[src/rtl/score_keeper_if.sv]
// Score keeper port bundle: game inputs from the ball mover, score/high-score/segment outputs.
// Latency: none (wires only).
// Backpressure: none; all signals are levels sampled or presented every cycle.
interface score_keeper_if;
  logic        start;
  logic        hit_bar;
  logic        endgame;
  logic [11:0] score_bcd;
  logic [11:0] high_bcd;
  logic [1:0]  game_state;
  logic        new_record;
  logic [6:0]  hex0;
  logic [6:0]  hex1;
  logic [6:0]  hex2;
  logic [6:0]  hex3;
  logic [6:0]  hex4;
  logic [6:0]  hex5;

  // Game controller side: drives the levels, watches the score.
  modport master (
    output start, hit_bar, endgame,
    input  score_bcd, high_bcd, game_state, new_record,
    input  hex0, hex1, hex2, hex3, hex4, hex5
  );

  // Score keeper side.
  modport slave (
    input  start, hit_bar, endgame,
    output score_bcd, high_bcd, game_state, new_record,
    output hex0, hex1, hex2, hex3, hex4, hex5
  );
endinterface

[src/rtl/score_keeper.sv]
// Game score keeper: counts bar hits in BCD, tracks high score, drives six 7-segment digits.
// Latency: score/state one cycle after the input edge; hex digits one further cycle.
// Backpressure: none; inputs are levels sampled every cycle, outputs always valid.
module score_keeper #(
  parameter bit SEG_ACTIVE_LOW = 1'b1
) (
  input  logic         clock,
  input  logic         reset,
  score_keeper_if.slave sk
);

  typedef enum logic [1:0] {
    IDLE    = 2'd0,
    PLAYING = 2'd1,
    OVER    = 2'd2
  } state_t;

  state_t      state;
  logic        hit_prev;
  logic        hit_evt;
  logic        over_first;
  logic [11:0] score;
  logic [11:0] high;
  logic        new_rec;

  // Three-digit BCD increment that sticks at 999.
  function automatic logic [11:0] bcd_inc(input logic [11:0] v);
    logic [11:0] r;
    r = v;
    if (v != 12'h999) begin
      if (v[3:0] != 4'd9) begin
        r[3:0] = v[3:0] + 4'd1;
      end else begin
        r[3:0] = 4'd0;
        if (v[7:4] != 4'd9) begin
          r[7:4] = v[7:4] + 4'd1;
        end else begin
          r[7:4]  = 4'd0;
          r[11:8] = v[11:8] + 4'd1;
        end
      end
    end
    return r;
  endfunction

  // BCD digit to gfedcba segments, polarity selected by SEG_ACTIVE_LOW.
  function automatic logic [6:0] seg_decode(input logic [3:0] d);
    logic [6:0] p;
    case (d)
      4'd0:    p = 7'b0111111;
      4'd1:    p = 7'b0000110;
      4'd2:    p = 7'b1011011;
      4'd3:    p = 7'b1001111;
      4'd4:    p = 7'b1100110;
      4'd5:    p = 7'b1101101;
      4'd6:    p = 7'b1111101;
      4'd7:    p = 7'b0000111;
      4'd8:    p = 7'b1111111;
      4'd9:    p = 7'b1101111;
      default: p = 7'b0000000;
    endcase
    return SEG_ACTIVE_LOW ? ~p : p;
  endfunction

  // Rising edge of the hit-zone level; sampling continues in every state.
  assign hit_evt = sk.hit_bar & ~hit_prev;

  // Delayed copy of hit_bar for edge detection.
  always_ff @(posedge clock) begin
    if (reset) hit_prev <= 1'b0;
    else       hit_prev <= sk.hit_bar;
  end

  // Game FSM with score, high score and record flag as registered outputs.
  // The high-score compare is done one cycle after entering OVER so a hit
  // landing on the same edge as endgame is already in the score.
  always_ff @(posedge clock) begin
    if (reset) begin
      state      <= IDLE;
      score      <= 12'h000;
      high       <= 12'h000;
      new_rec    <= 1'b0;
      over_first <= 1'b0;
    end else begin
      case (state)
        IDLE: begin
          score      <= 12'h000;
          new_rec    <= 1'b0;
          over_first <= 1'b0;
          if (sk.start && !sk.endgame) state <= PLAYING;
        end
        PLAYING: begin
          over_first <= 1'b0;
          if (hit_evt) score <= bcd_inc(score);
          if (sk.endgame) begin
            state      <= OVER;
            over_first <= 1'b1;
          end else if (!sk.start) begin
            // Abort: no high-score update, score dropped immediately.
            state   <= IDLE;
            score   <= 12'h000;
            new_rec <= 1'b0;
          end
        end
        OVER: begin
          over_first <= 1'b0;
          // Packed BCD with digits <= 9 orders the same as plain unsigned.
          if (over_first && (score > high)) begin
            high    <= score;
            new_rec <= 1'b1;
          end
          if (!sk.start) begin
            state   <= IDLE;
            score   <= 12'h000;
            new_rec <= 1'b0;
          end
        end
        default: begin
          state      <= IDLE;
          over_first <= 1'b0;
        end
      endcase
    end
  end

  // Segment decode registered one cycle behind the BCD registers.
  always_ff @(posedge clock) begin
    if (reset) begin
      sk.hex0 <= seg_decode(4'd0);
      sk.hex1 <= seg_decode(4'd0);
      sk.hex2 <= seg_decode(4'd0);
      sk.hex3 <= seg_decode(4'd0);
      sk.hex4 <= seg_decode(4'd0);
      sk.hex5 <= seg_decode(4'd0);
    end else begin
      sk.hex0 <= seg_decode(score[3:0]);
      sk.hex1 <= seg_decode(score[7:4]);
      sk.hex2 <= seg_decode(score[11:8]);
      sk.hex3 <= seg_decode(high[3:0]);
      sk.hex4 <= seg_decode(high[7:4]);
      sk.hex5 <= seg_decode(high[11:8]);
    end
  end

  assign sk.score_bcd  = score;
  assign sk.high_bcd   = high;
  assign sk.game_state = state;
  assign sk.new_record = new_rec;

endmodule

[src/flat_wrapper.sv]
// flat-port wrapper written by rule: the top's interface ports become plain ports
module score_keeper_flat 
#(
  parameter bit SEG_ACTIVE_LOW = 1'b1
)
  (clock, reset, sk_start, sk_hit_bar, sk_endgame, sk_score_bcd, sk_high_bcd, sk_game_state, sk_new_record, sk_hex0, sk_hex1, sk_hex2, sk_hex3, sk_hex4, sk_hex5);
  score_keeper_if sk_i ();
  input  logic clock;
  input  logic reset;
  input wire logic [$bits(sk_i.start)-1:0] sk_start;
  input wire logic [$bits(sk_i.hit_bar)-1:0] sk_hit_bar;
  input wire logic [$bits(sk_i.endgame)-1:0] sk_endgame;
  output wire logic [$bits(sk_i.score_bcd)-1:0] sk_score_bcd;
  output wire logic [$bits(sk_i.high_bcd)-1:0] sk_high_bcd;
  output wire logic [$bits(sk_i.game_state)-1:0] sk_game_state;
  output wire logic [$bits(sk_i.new_record)-1:0] sk_new_record;
  output wire logic [$bits(sk_i.hex0)-1:0] sk_hex0;
  output wire logic [$bits(sk_i.hex1)-1:0] sk_hex1;
  output wire logic [$bits(sk_i.hex2)-1:0] sk_hex2;
  output wire logic [$bits(sk_i.hex3)-1:0] sk_hex3;
  output wire logic [$bits(sk_i.hex4)-1:0] sk_hex4;
  output wire logic [$bits(sk_i.hex5)-1:0] sk_hex5;
  assign sk_i.start = sk_start;
  assign sk_i.hit_bar = sk_hit_bar;
  assign sk_i.endgame = sk_endgame;
  assign sk_score_bcd = sk_i.score_bcd;
  assign sk_high_bcd = sk_i.high_bcd;
  assign sk_game_state = sk_i.game_state;
  assign sk_new_record = sk_i.new_record;
  assign sk_hex0 = sk_i.hex0;
  assign sk_hex1 = sk_i.hex1;
  assign sk_hex2 = sk_i.hex2;
  assign sk_hex3 = sk_i.hex3;
  assign sk_hex4 = sk_i.hex4;
  assign sk_hex5 = sk_i.hex5;
  score_keeper #(.SEG_ACTIVE_LOW(SEG_ACTIVE_LOW)) u_core (.clock(clock), .reset(reset), .sk(sk_i));
endmodule
[config.mk]
export PLATFORM = sky130hd
export DESIGN_NAME = score_keeper_flat
export DESIGN_NICKNAME = d
export VERILOG_FILES = /design/src/rtl/score_keeper_if.sv /design/src/rtl/score_keeper.sv /design/src/flat_wrapper.sv
export SDC_FILE = /design/constraint.sdc
export NUM_CORES = 1
export LEC_CHECK = 0
export ABC_AREA = 1
export CORE_AREA = 3 3 101 103
export CTS_BUF_LIST = sky130_fd_sc_hd__clkbuf_4 sky130_fd_sc_hd__clkbuf_8 sky130_fd_sc_hd__clkbuf_16
export CTS_CLUSTER_SIZE = 12
export DETAILED_ROUTE_END_ITERATION = 12
export DIE_AREA = 0 0 104 106
export GPL_ROUTABILITY_DRIVEN = 1
export GPL_TIMING_DRIVEN = 0
export PLACE_DENSITY = 0.79
export SYNTH_ARGS = -nofsm -noshare
export SYNTH_HDL_FRONTEND = slang
export SYNTH_SLANG_ARGS = --single-unit
[constraint.sdc]
create_clock -name clock -period 4.59 [get_ports clock]
set_input_delay 0.918 -clock clock [delete_from_list [all_inputs] [get_ports clock]]
set_output_delay 0.918 -clock clock [all_outputs]
set_load 0.01 [all_outputs]
==> impl_metrics.toml, run 1 <==
[power]
ir_drop_mv = 0.248
power_uw = 2250
p_seq_share_pct = 43.9
p_sw_uw = 501
cellLeakagePower_uw = 0.00319
clkPwrFrac_pct = 54.0
powerDensity_nw_per_um2 = 341
power_frac_comb_pct = 2.1
intPower_uw = 1750
switching_share_pct = 22.3

[drt]
num_vias = 4466
ant_nets = 0
viasPerCell = 4.93
wl_per_cell_um = 13.2
drcViolationCount = 0
drt_first_pass_iters = 5
drt_iter0_markers = 205
wl_um = 12000

[setup_path]
max_stage_delay_ns = 0.69
crit_required_ns = 5.05
cp_slowest_cell = "o21ai_0"
critical_path.top_delay_family = "buffers and inverters"
critPathBufInv = 3
critPathLaunchType = "input pin"
cp_common_cell = "nand2_1"
cp-end-kind = "flip-flop"
worst-path-max-fanout = 7
critical_path_class = "input pin to flip-flop"
cp.arrival_ns = 3.62
path_cells = "clkdlybuf4s50_1 -> nand2_1 -> inv_1 -> nand2_2 -> nor2_1 -> o21ai_0 -> o21ai_0 -> inv_1 -> ha_1 -> or2_1 -> nand2_1 -> nand2_1 -> nand2_1"

[timing]
max_clock_freq_mhz = 316
finalSetupTns_ns = 0
fin_skew_ns = 0.0103
slew_headroom_pct = 42.4
finalHoldViolCount = 0
period_minus_slack_ns = 3.16
worstMarginPinSlew_ns = 0.855
holdWs_ns = 0.367
setup_viol = 0
rsz0062_at_grt = "no"
slew_viol_final = 0
fin_crit_sh_pct = 68.9

[clock_tree]
path_clk_slew_ns = 0.06
cts.root.buffer_cell = "clkbuf_8"
cts_resized = 0
clock_sinks = 113
hold_buffers = 0
cts_buffers = 17
cts_tree = "built"
cts_buffer_depth = 2
cts_setup_buffers = 0
clk_latency_ns = 0.52
htreeDepth = 4

[yosys]
ys_top_cells_by_area = "dfxtp_1, nand2_1, ha_1"
synthArstFlopShare_pct = 0
yosysTopAreaCell = "dfxtp_1"
synth-seq-area-share_pct = 43.8
synth_warnings = 0
netlist_instances = 673
synth_top_cell_area_share_pct = 43.8
syn-cell-area_sq_um = 5170
synth_cell_types = 35
synth_edf_count = 0
syn_area_per_cell_sq_um = 7.68
dominantRegCellSynth = "dfxtp_1"
ys_ff_latch = 113
ys_top_cells_by_count = "nand2_1, dfxtp_1, inv_1, nor2_1, ha_1"
synth_fp_nets = 732
synth.most_common_cell = "nand2_1"

[cells_and_area]
area_delta_synth_final_pct = 27.9
drive_gt1_share_pct = 9.01
n_fill_cell = 750
antenna_cells = 0
fin_nets = 823

[global_route]
grt_max_degree = 17
grt-ovfl-total = 0
antenna_found_initial = 0
grt_pass1_vias = 4247
grt_pass1_wl_um = 19800
grtUsageTotal_pct = 22.4

[die]
coreArea_sq_um = 9280
die_y_um = 106
die_x_um = 104
io_pins = 74
rows = 35
start_util_pct = 55.6
die-area_sq_um = 11000

[place]
dp_hpwl_um = 8740
numPortBuffers = 72
gp_congestion = 0.955

[run_status]
status = "complete, no violations"

[run]
drv_cap = 0

[min_path]
hold_class = "flip-flop to flip-flop"
==> layout by cell type (no fill, tap or decap), types with 3 or more instances in the layout <==
| cell | synthesis | final |
|---|---|---|
| a21oi_1 | 8 | 8 |
| nand3_2 | 6 | 6 |
| nand4_1 | 21 | 21 |
| clkbuf_4 | 0 | 3 |
| nand3b_1 | 5 | 5 |
| clkinvlp_4 | 0 | 4 |
| nand2_1 | 210 | 210 |
| nand3_1 | 25 | 25 |
| nand2_2 | 3 | 3 |
| buf_1 | 4 | 4 |
| clkbuf_16 | 0 | 16 |
| clkinv_4 | 0 | 4 |
| nor2_2 | 6 | 6 |
| clkdlybuf4s50_1 | 0 | 72 |
| clkbuf_1 | 5 | 5 |
| nor3_1 | 4 | 4 |
| inv_1 | 85 | 85 |
| ha_1 | 54 | 54 |
| inv_2 | 8 | 8 |
| dfxtp_1 | 113 | 113 |
| nor2_1 | 79 | 79 |
| o21ai_1 | 4 | 4 |
| o21ai_0 | 11 | 11 |
==> stage by stage <==
step / instances / setup WS (ns) / area, sq um / utilization, %
global route: 906 / 1.19 / 6610 / 71.2
finish: 906 / 1.43 / 6610 / 71.2
floorplan: 673 / 1.95 / 5170 / -
CTS: 906 / 1.45 / 6610 / 71.2
detailed placement: 874 / 0.947 / 6050 / 65.1
global placement: 874 / 0.928 / 6050 / 65.1
==> path summary, 6_finish.rpt <==
kind                               start                 to  slack, ns  depth (start not counted)
setup / recovery              sk_hit_bar          flip-flop       1.43                         13
hold / removal                 flip-flop  u_core.sk.hex2[6]       0.37                          1
setup reg to reg  u_core.sk.score_bcd[8]          flip-flop       1.44                         17
hold reg to reg                flip-flop  u_core.sk.hex2[6]       0.37                          1
==> cell type report <==
cell class                 count  area [sq um]  share of cell area (%)
buffer                        12          55.1                   0.833
inverter                      95           359                    5.43
tap                          129           161                    2.44
clock buffer                  21           450                    6.82
sequential                   113          2260                    34.2
clock inverter                11           109                    1.65
timing repair buffer          72           721                    10.9
multi-input combinational    453          2490                    37.7
==> worst reg2reg max path, delay by kind of cell (launching register included) <==
family | cells | cell delay, ns
adders and majority gates | 2 | 0.57
buffers and inverters | 4 | 0.59
DFF | 1 | 0.61
and+or+nand+nor | 11 | 1.28
==> cell families (layout without fill, tap and decap cells) <==
logic type      count (synthesis)  after routing  share of synthesized area, %
buf+inv                       107            211                          8.02
simple gates                  368            368                          31.5
compound gates                 31             31                          3.61
flops                         113            113                          43.8
fa+ha+maj                      54             54                          13.1
==> power by group through the flow <==
stage | Sequential (uW) | Combinational, uW | Clock, uW
2_1_floorplan | 1010 | 27.8 | 0
3_3_place_gp | 1010 | 46.9 | 0
3_5_place_dp | 1010 | 47.0 | 0
4_1_cts | 987 | 47.1 | 1230
5_1_grt | 987 | 52.3 | 1280
6_report | 987 | 47.2 | 1220
==> routing by layer <==
metal  share of wire, %  track usage (%)  up-vias
li1                   -                -     2276
met1                 44             27.0     2025
met2                 48             38.8      143
met3                5.6             4.07       22
met4                2.6             10.5        0
met5                  0                0        -
Power figures use the tool's default switching activity.
==> run 2, diff against run 1 <==
--- a/config.mk
+++ b/config.mk
@@ -6,14 +6,14 @@
 export NUM_CORES = 1
 export LEC_CHECK = 0
 export ABC_AREA = 1
-export CORE_AREA = 3 3 101 103
+export CORE_AREA = 3 3 102 104
 export CTS_BUF_LIST = sky130_fd_sc_hd__clkbuf_4 sky130_fd_sc_hd__clkbuf_8 sky130_fd_sc_hd__clkbuf_16
 export CTS_CLUSTER_SIZE = 12
 export DETAILED_ROUTE_END_ITERATION = 12
-export DIE_AREA = 0 0 104 106
+export DIE_AREA = 0 0 105 107
 export GPL_ROUTABILITY_DRIVEN = 1
 export GPL_TIMING_DRIVEN = 0
-export PLACE_DENSITY = 0.79
+export PLACE_DENSITY = 0.77
 export SYNTH_ARGS = -nofsm -noshare
 export SYNTH_HDL_FRONTEND = slang
 export SYNTH_SLANG_ARGS = --single-unit
==> constraint.sdc (replaced) <==
create_clock -name clock -period 3.13 [get_ports clock]
set_input_delay 0.626 -clock clock [delete_from_list [all_inputs] [get_ports clock]]
set_output_delay 0.626 -clock clock [all_outputs]
set_load 0.01 [all_outputs]
==> run 2 against run 1 <==
Non-clock buffer count unchanged. Sequential share of layout area is 0.39 points lower. Register-to-register slack got worse by 1.2 ns. Sequential cell count unchanged. Worst setup slack got worse by 1.2 ns. Sequential power grew 47%. Count of clock-buffer cells in the layout unchanged. Clock power grew 63%. Hold slack is essentially flat. Combinational power up 47%. Total power rose by 56%. Routed wire length down 2.7%. Highest routed layer unchanged.
==> impl_metrics.toml, run 2 (synthesized netlist as in run 1, its figures left out) <==
[place]
dp_hpwl_um = 8450
placed_area_sq_um = 6050
gp_congestion = 0.888
dp_worst_setup_slack_ns = -0.134
numPortBuffers = 72

[clock_tree]
cts_tree = "built"
hold_buffers = 0
path_clk_slew_ns = 0.06
cts_buffers = 17
cts.root.buffer_cell = "clkbuf_8"
cts_buffer_depth = 2
clk_latency_ns = 0.51
cts_setup_buffers = 0
cts_resized = 0
htreeDepth = 4
clock_sinks = 113

[setup_path]
critical_path_class = "flip-flop to flip-flop"
cp.arrival_ns = 3.27
critPathLaunchType = "flip-flop"
r2r-start = "u_core.sk.score_bcd[8]"
r2r_setup_slack_ns = 0.27
crit_required_ns = 3.54
reg2regPathDepth = 17
worst-path-max-fanout = 10
cp-end-kind = "flip-flop"

[cells_and_area]
n_fill_cell = 796
drive_gt1_share_pct = 9.66
area_delta_synth_final_pct = 29.5
final_cell_mix = "nand2_1, dfxtp_1, inv_1"
post-route-util_pct = 69.4
fin_nets = 823
antenna_cells = 0
final_common_cell = "nand2_1"
fin_area_sq_um = 6690

[power]
p_seq_share_pct = 41.3
powerDensity_nw_per_um2 = 524
intPower_uw = 2810
power_frac_comb_pct = 2.0
clkPwrFrac_pct = 56.7
power_uw = 3510
switching_share_pct = 19.9
cellLeakagePower_uw = 0.00322
p_sw_uw = 699
ir_drop_mv = 0.297

[min_path]
min_to = "u_core.sk.hex4[6]"
hold_class = "flip-flop to flip-flop"
min_path_cells = 1

[global_route]
grt-ovfl-total = 0
grtUsageTotal_pct = 21.8
grt_max_degree = 17
antenna_found_initial = 0
grt_pass1_vias = 4026
grt_pass1_wl_um = 19300

[timing]
max_clock_freq_mhz = 349
setup_viol = 0
slew_headroom_pct = 55.9
fin_crit_sh_pct = 91.4
worstMarginPinSlew_ns = 0.661
holdWs_ns = 0.367
fin_skew_ns = 0.00792
period_minus_slack_ns = 2.86
finalHoldViolCount = 0
slew_viol_final = 0
rsz0062_at_grt = "no"
worst_slack_ns = 0.268

[die]
io_pins = 74
rows = 36
coreArea_sq_um = 9640
die_x_um = 105
die-area_sq_um = 11200
die_y_um = 107
start_util_pct = 53.6

[drt]
wl_um = 11600
drt_iter0_markers = 315
wl_per_cell_um = 12.8
drt_first_pass_iters = 5
ant_nets = 0
viasPerCell = 4.82
drcViolationCount = 0
num_vias = 4385

[run_status]
status = "complete, no violations"

[run]
drv_cap = 0
[run 2: cell types whose count changed in the layout (fill, tap and decap cells not counted), moves of 2 or more]
cell / delta
nor2_2: +4
clkinv_2: +2
bufinv_16: +3
clkinvlp_4: -2
nor2_1: -5
clkinv_4: -3
[run 2: worst max-delay path: stages (launching register included)]
cell	delay, ns
dfxtp_1	0.59
ha_1	0.32
nand2_1	0.08
nor2_1	0.06
nand3_1	0.08
nand2_1	0.06
inv_2	0.14
nand3_4	0.16
buf_6	0.19
nand2_1	0.05
nand2_1	0.07
nor2_2	0.26
inv_1	0.16
ha_1	0.22
inv_1	0.05
nand4_1	0.08
nand3_1	0.12
nand2_1	0.05
[run 2: per-layer routing]
layer	routed length, um	share of wire, %	GRT usage [%]	vias up
met5	0	0	0	-
met4	199	1.7	8.90	0
met3	757	6.5	4.94	21
met2	5380	46	35.5	132
met1	5310	46	28.2	1966
li1	-	-	-	2266
[run 2: worst max path at each step]
stage,startpoint,to,depth (start not counted)
6_report,u_core.sk.score_bcd[8],flip-flop,17
5_1_grt,u_core.sk.score_bcd[11],flip-flop,19
4_1_cts,u_core.sk.score_bcd[8],flip-flop,17
3_5_place_dp,sk_hit_bar,flip-flop,13
3_3_place_gp,sk_hit_bar,flip-flop,13
2_1_floorplan,u_core.sk.score_bcd[1],flip-flop,15
[run 2: area by class of cell]
| class | count | area, sq um | area share, % |
|---|---|---|---|
| flip-flops and latches | 113 | 2260 | 33.8 |
| repair buffers | 72 | 721 | 10.8 |
| multi-input cells | 453 | 2510 | 37.5 |
| well taps | 133 | 166 | 2.49 |
| plain buffers | 12 | 55.1 | 0.823 |
| clock buffers | 21 | 457 | 6.83 |
| clock inverters | 10 | 159 | 2.38 |
| inverters | 95 | 359 | 5.37 |
[run 2: per-stage QoR]
step,instances,TNS [ns]
global placement,878,-0.410
CTS,909,0
floorplan,673,0
finish,909,0
global route,909,0
detailed placement,878,-0.527
[run 2: power by group through the flow]
stage	sequential (uW)	clock (uW)	combinational, uW
final	1450	1990	69.4
after detailed placement	1480	0	68.6
after floorplan	1480	0	40.7
after global placement	1480	0	67.3
after CTS	1450	2010	69.2
after global routing	1450	2080	76.5
==> run 3, diff against run 2 <==
--- a/config.mk
+++ b/config.mk
@@ -6,14 +6,15 @@
 export NUM_CORES = 1
 export LEC_CHECK = 0
 export ABC_AREA = 1
-export CORE_AREA = 3 3 102 104
+export CORE_AREA = 3 3 101 103
 export CTS_BUF_LIST = sky130_fd_sc_hd__clkbuf_4 sky130_fd_sc_hd__clkbuf_8 sky130_fd_sc_hd__clkbuf_16
 export CTS_CLUSTER_SIZE = 12
 export DETAILED_ROUTE_END_ITERATION = 12
-export DIE_AREA = 0 0 105 107
+export DIE_AREA = 0 0 104 106
+export DONT_BUFFER_PORTS = 1
 export GPL_ROUTABILITY_DRIVEN = 1
 export GPL_TIMING_DRIVEN = 0
-export PLACE_DENSITY = 0.77
+export PLACE_DENSITY = 0.69
 export SYNTH_ARGS = -nofsm -noshare
 export SYNTH_HDL_FRONTEND = slang
 export SYNTH_SLANG_ARGS = --single-unit
==> run 3 against run 2 <==
Critical path depth is the same. Combinational power shrank 16%. First-iteration DRC count shrank 44%. Via count shrank 8.0%. Hold slack lost 0.20 ns. Clock skew shrank 0.00079 ns. Count of clock-buffer cells in the layout shrank 3. Routed wire length shrank 5.9%. Register-to-register slack gained 0.04 ns. Highest routed layer unchanged. Core utilization shrank 4.8 points. Die area shrank 1.9%. Sequential cell count is the same.
==> impl_metrics.toml, run 3 (synthesized netlist as in run 1, its figures left out) <==
[die]
die_y_um = 106
coreArea_sq_um = 9280
die_x_um = 104
io_pins = 74
start_util_pct = 55.6
die-area_sq_um = 11000
rows = 35

[timing]
finalSetupTns_ns = 0
worstMarginPinSlew_ns = 0.751
fin_crit_sh_pct = 90.2
max_clock_freq_mhz = 354
fin_skew_ns = 0.00713
slew_viol_final = 0
setup_viol = 0
slew_headroom_pct = 50.0
period_minus_slack_ns = 2.82
rsz0062_at_grt = "no"
finalHoldViolCount = 0

[setup_path]
cp.arrival_ns = 3.24
cp-end-kind = "flip-flop"
crit_required_ns = 3.55
critical_path_class = "flip-flop to flip-flop"
critPathLaunchType = "flip-flop"
worst-path-max-fanout = 10

[global_route]
grt-ovfl-total = 0
grt_pass1_wl_um = 18600
grtUsageTotal_pct = 21.0
antenna_found_initial = 0
grt_max_degree = 17
grt_pass1_vias = 3953

[clock_tree]
clock_sinks = 113
htreeDepth = 4
cts_buffers = 17
path_clk_slew_ns = 0.06
hold_buffers = 0
cts_tree = "built"
cts.root.buffer_cell = "clkbuf_8"
cts_setup_buffers = 0
cts_resized = 0
clk_latency_ns = 0.52
cts_buffer_depth = 2

[drt]
wl_um = 11000
drt_iter0_markers = 176
ant_nets = 0
wl_per_cell_um = 13.1
num_vias = 4035
viasPerCell = 4.84
drt_first_pass_iters = 4
drcViolationCount = 0

[run]
drv_cap = 0

[place]
numPortBuffers = 0
placed_area_sq_um = 5330
dp_hpwl_um = 7890
gp_congestion = 0.869

[power]
p_seq_share_pct = 40.8
powerDensity_nw_per_um2 = 593
cellLeakagePower_uw = 0.00297
p_sw_uw = 771
switching_share_pct = 21.7
intPower_uw = 2780
power_frac_comb_pct = 1.6
clkPwrFrac_pct = 57.6
ir_drop_mv = 0.376

[cells_and_area]
fin_area_sq_um = 5990
final_cell_mix = "nand2_1, dfxtp_1, inv_1"
antenna_cells = 0
fin_nets = 751
final_common_cell = "nand2_1"
n_fill_cell = 804
drive_gt1_share_pct = 10.9
area_delta_synth_final_pct = 16.0

[run_status]
status = "complete, no violations"

[min_path]
hold_class = "input pin to flip-flop"
==> run 3: cell count changes in the layout (fill, tap and decap cells not counted), sizes merged <==
cell,change
inv,+2
clkdlybuf4s50,-72
clkbuf,-3
clkinvlp,+1
clkinv,+1
==> run 3: cell type report <==
type	count	area [sq um]	share of cell area (%)
inverters	95	359	5.99
multi-input cells	453	2520	42.1
clock buffers	18	428	7.14
well taps	129	161	2.69
clock inverters	14	204	3.40
flip-flops and latches	113	2260	37.8
plain buffers	12	55.1	0.919
==> run 3: worst paths after layout <==
check	from	end	slack (ns)	cells past startpoint
setup / recovery	u_core.sk.score_bcd[11]	flip-flop	0.31	17
hold / removal	sk_endgame	u_core.sk.game_state[0]	0.17	1
setup reg to reg	u_core.sk.score_bcd[11]	flip-flop	0.31	17
hold reg to reg	flip-flop	u_core.sk.hex0[6]	0.36	1
==> run 3: power groups by stage <==
stage	combinational, uW	sequential (uW)	clock [uW]
6_report	58.5	1450	2040
5_1_grt	66.2	1450	2130
4_1_cts	57.6	1450	2060
3_5_place_dp	56.8	1480	0
3_3_place_gp	56.5	1480	0
2_1_floorplan	40.7	1480	0
==> run 3: metrics by stage <==
step | hold slack, ns | total power, uW | util (%) | setup slack (ns) | cells
floorplan | 0.352 | 1520 | - | 0.643 | 673
global placement | 0.357 | 1540 | 57.4 | 0.172 | 802
detailed placement | 0.359 | 1540 | 57.4 | 0.0986 | 802
CTS | 0.168 | 3560 | 64.2 | 0.0632 | 834
global route | 0.171 | 3640 | 64.6 | 0.00394 | 834
finish | 0.170 | 3550 | 64.6 | 0.307 | 834
==> run 3: layer usage <==
| metal | GRT usage [%] | wire length (um) |
|---|---|---|
| met3 | 6.07 | 762 |
| met4 | 6.36 | 133 |
| met5 | 0 | 0 |
| met1 | 26.4 | 4980 |
| met2 | 35.1 | 5080 |
==> run 3: worst max-delay path: stages, from the launching register on <==
cell and delay, ns:
dfxtp_1 0.56, ha_1 0.34, nand2_1 0.11, nor2_1 0.08, nand3_1 0.07, nand2_1 0.06
inv_2 0.14, nand3_4 0.16, buf_6 0.19, nand2_1 0.05, nand2_1 0.09, nor2_4 0.19
inv_1 0.11, ha_1 0.20, inv_1 0.06, nand4_1 0.12, nand3_1 0.13, nand2_1 0.05
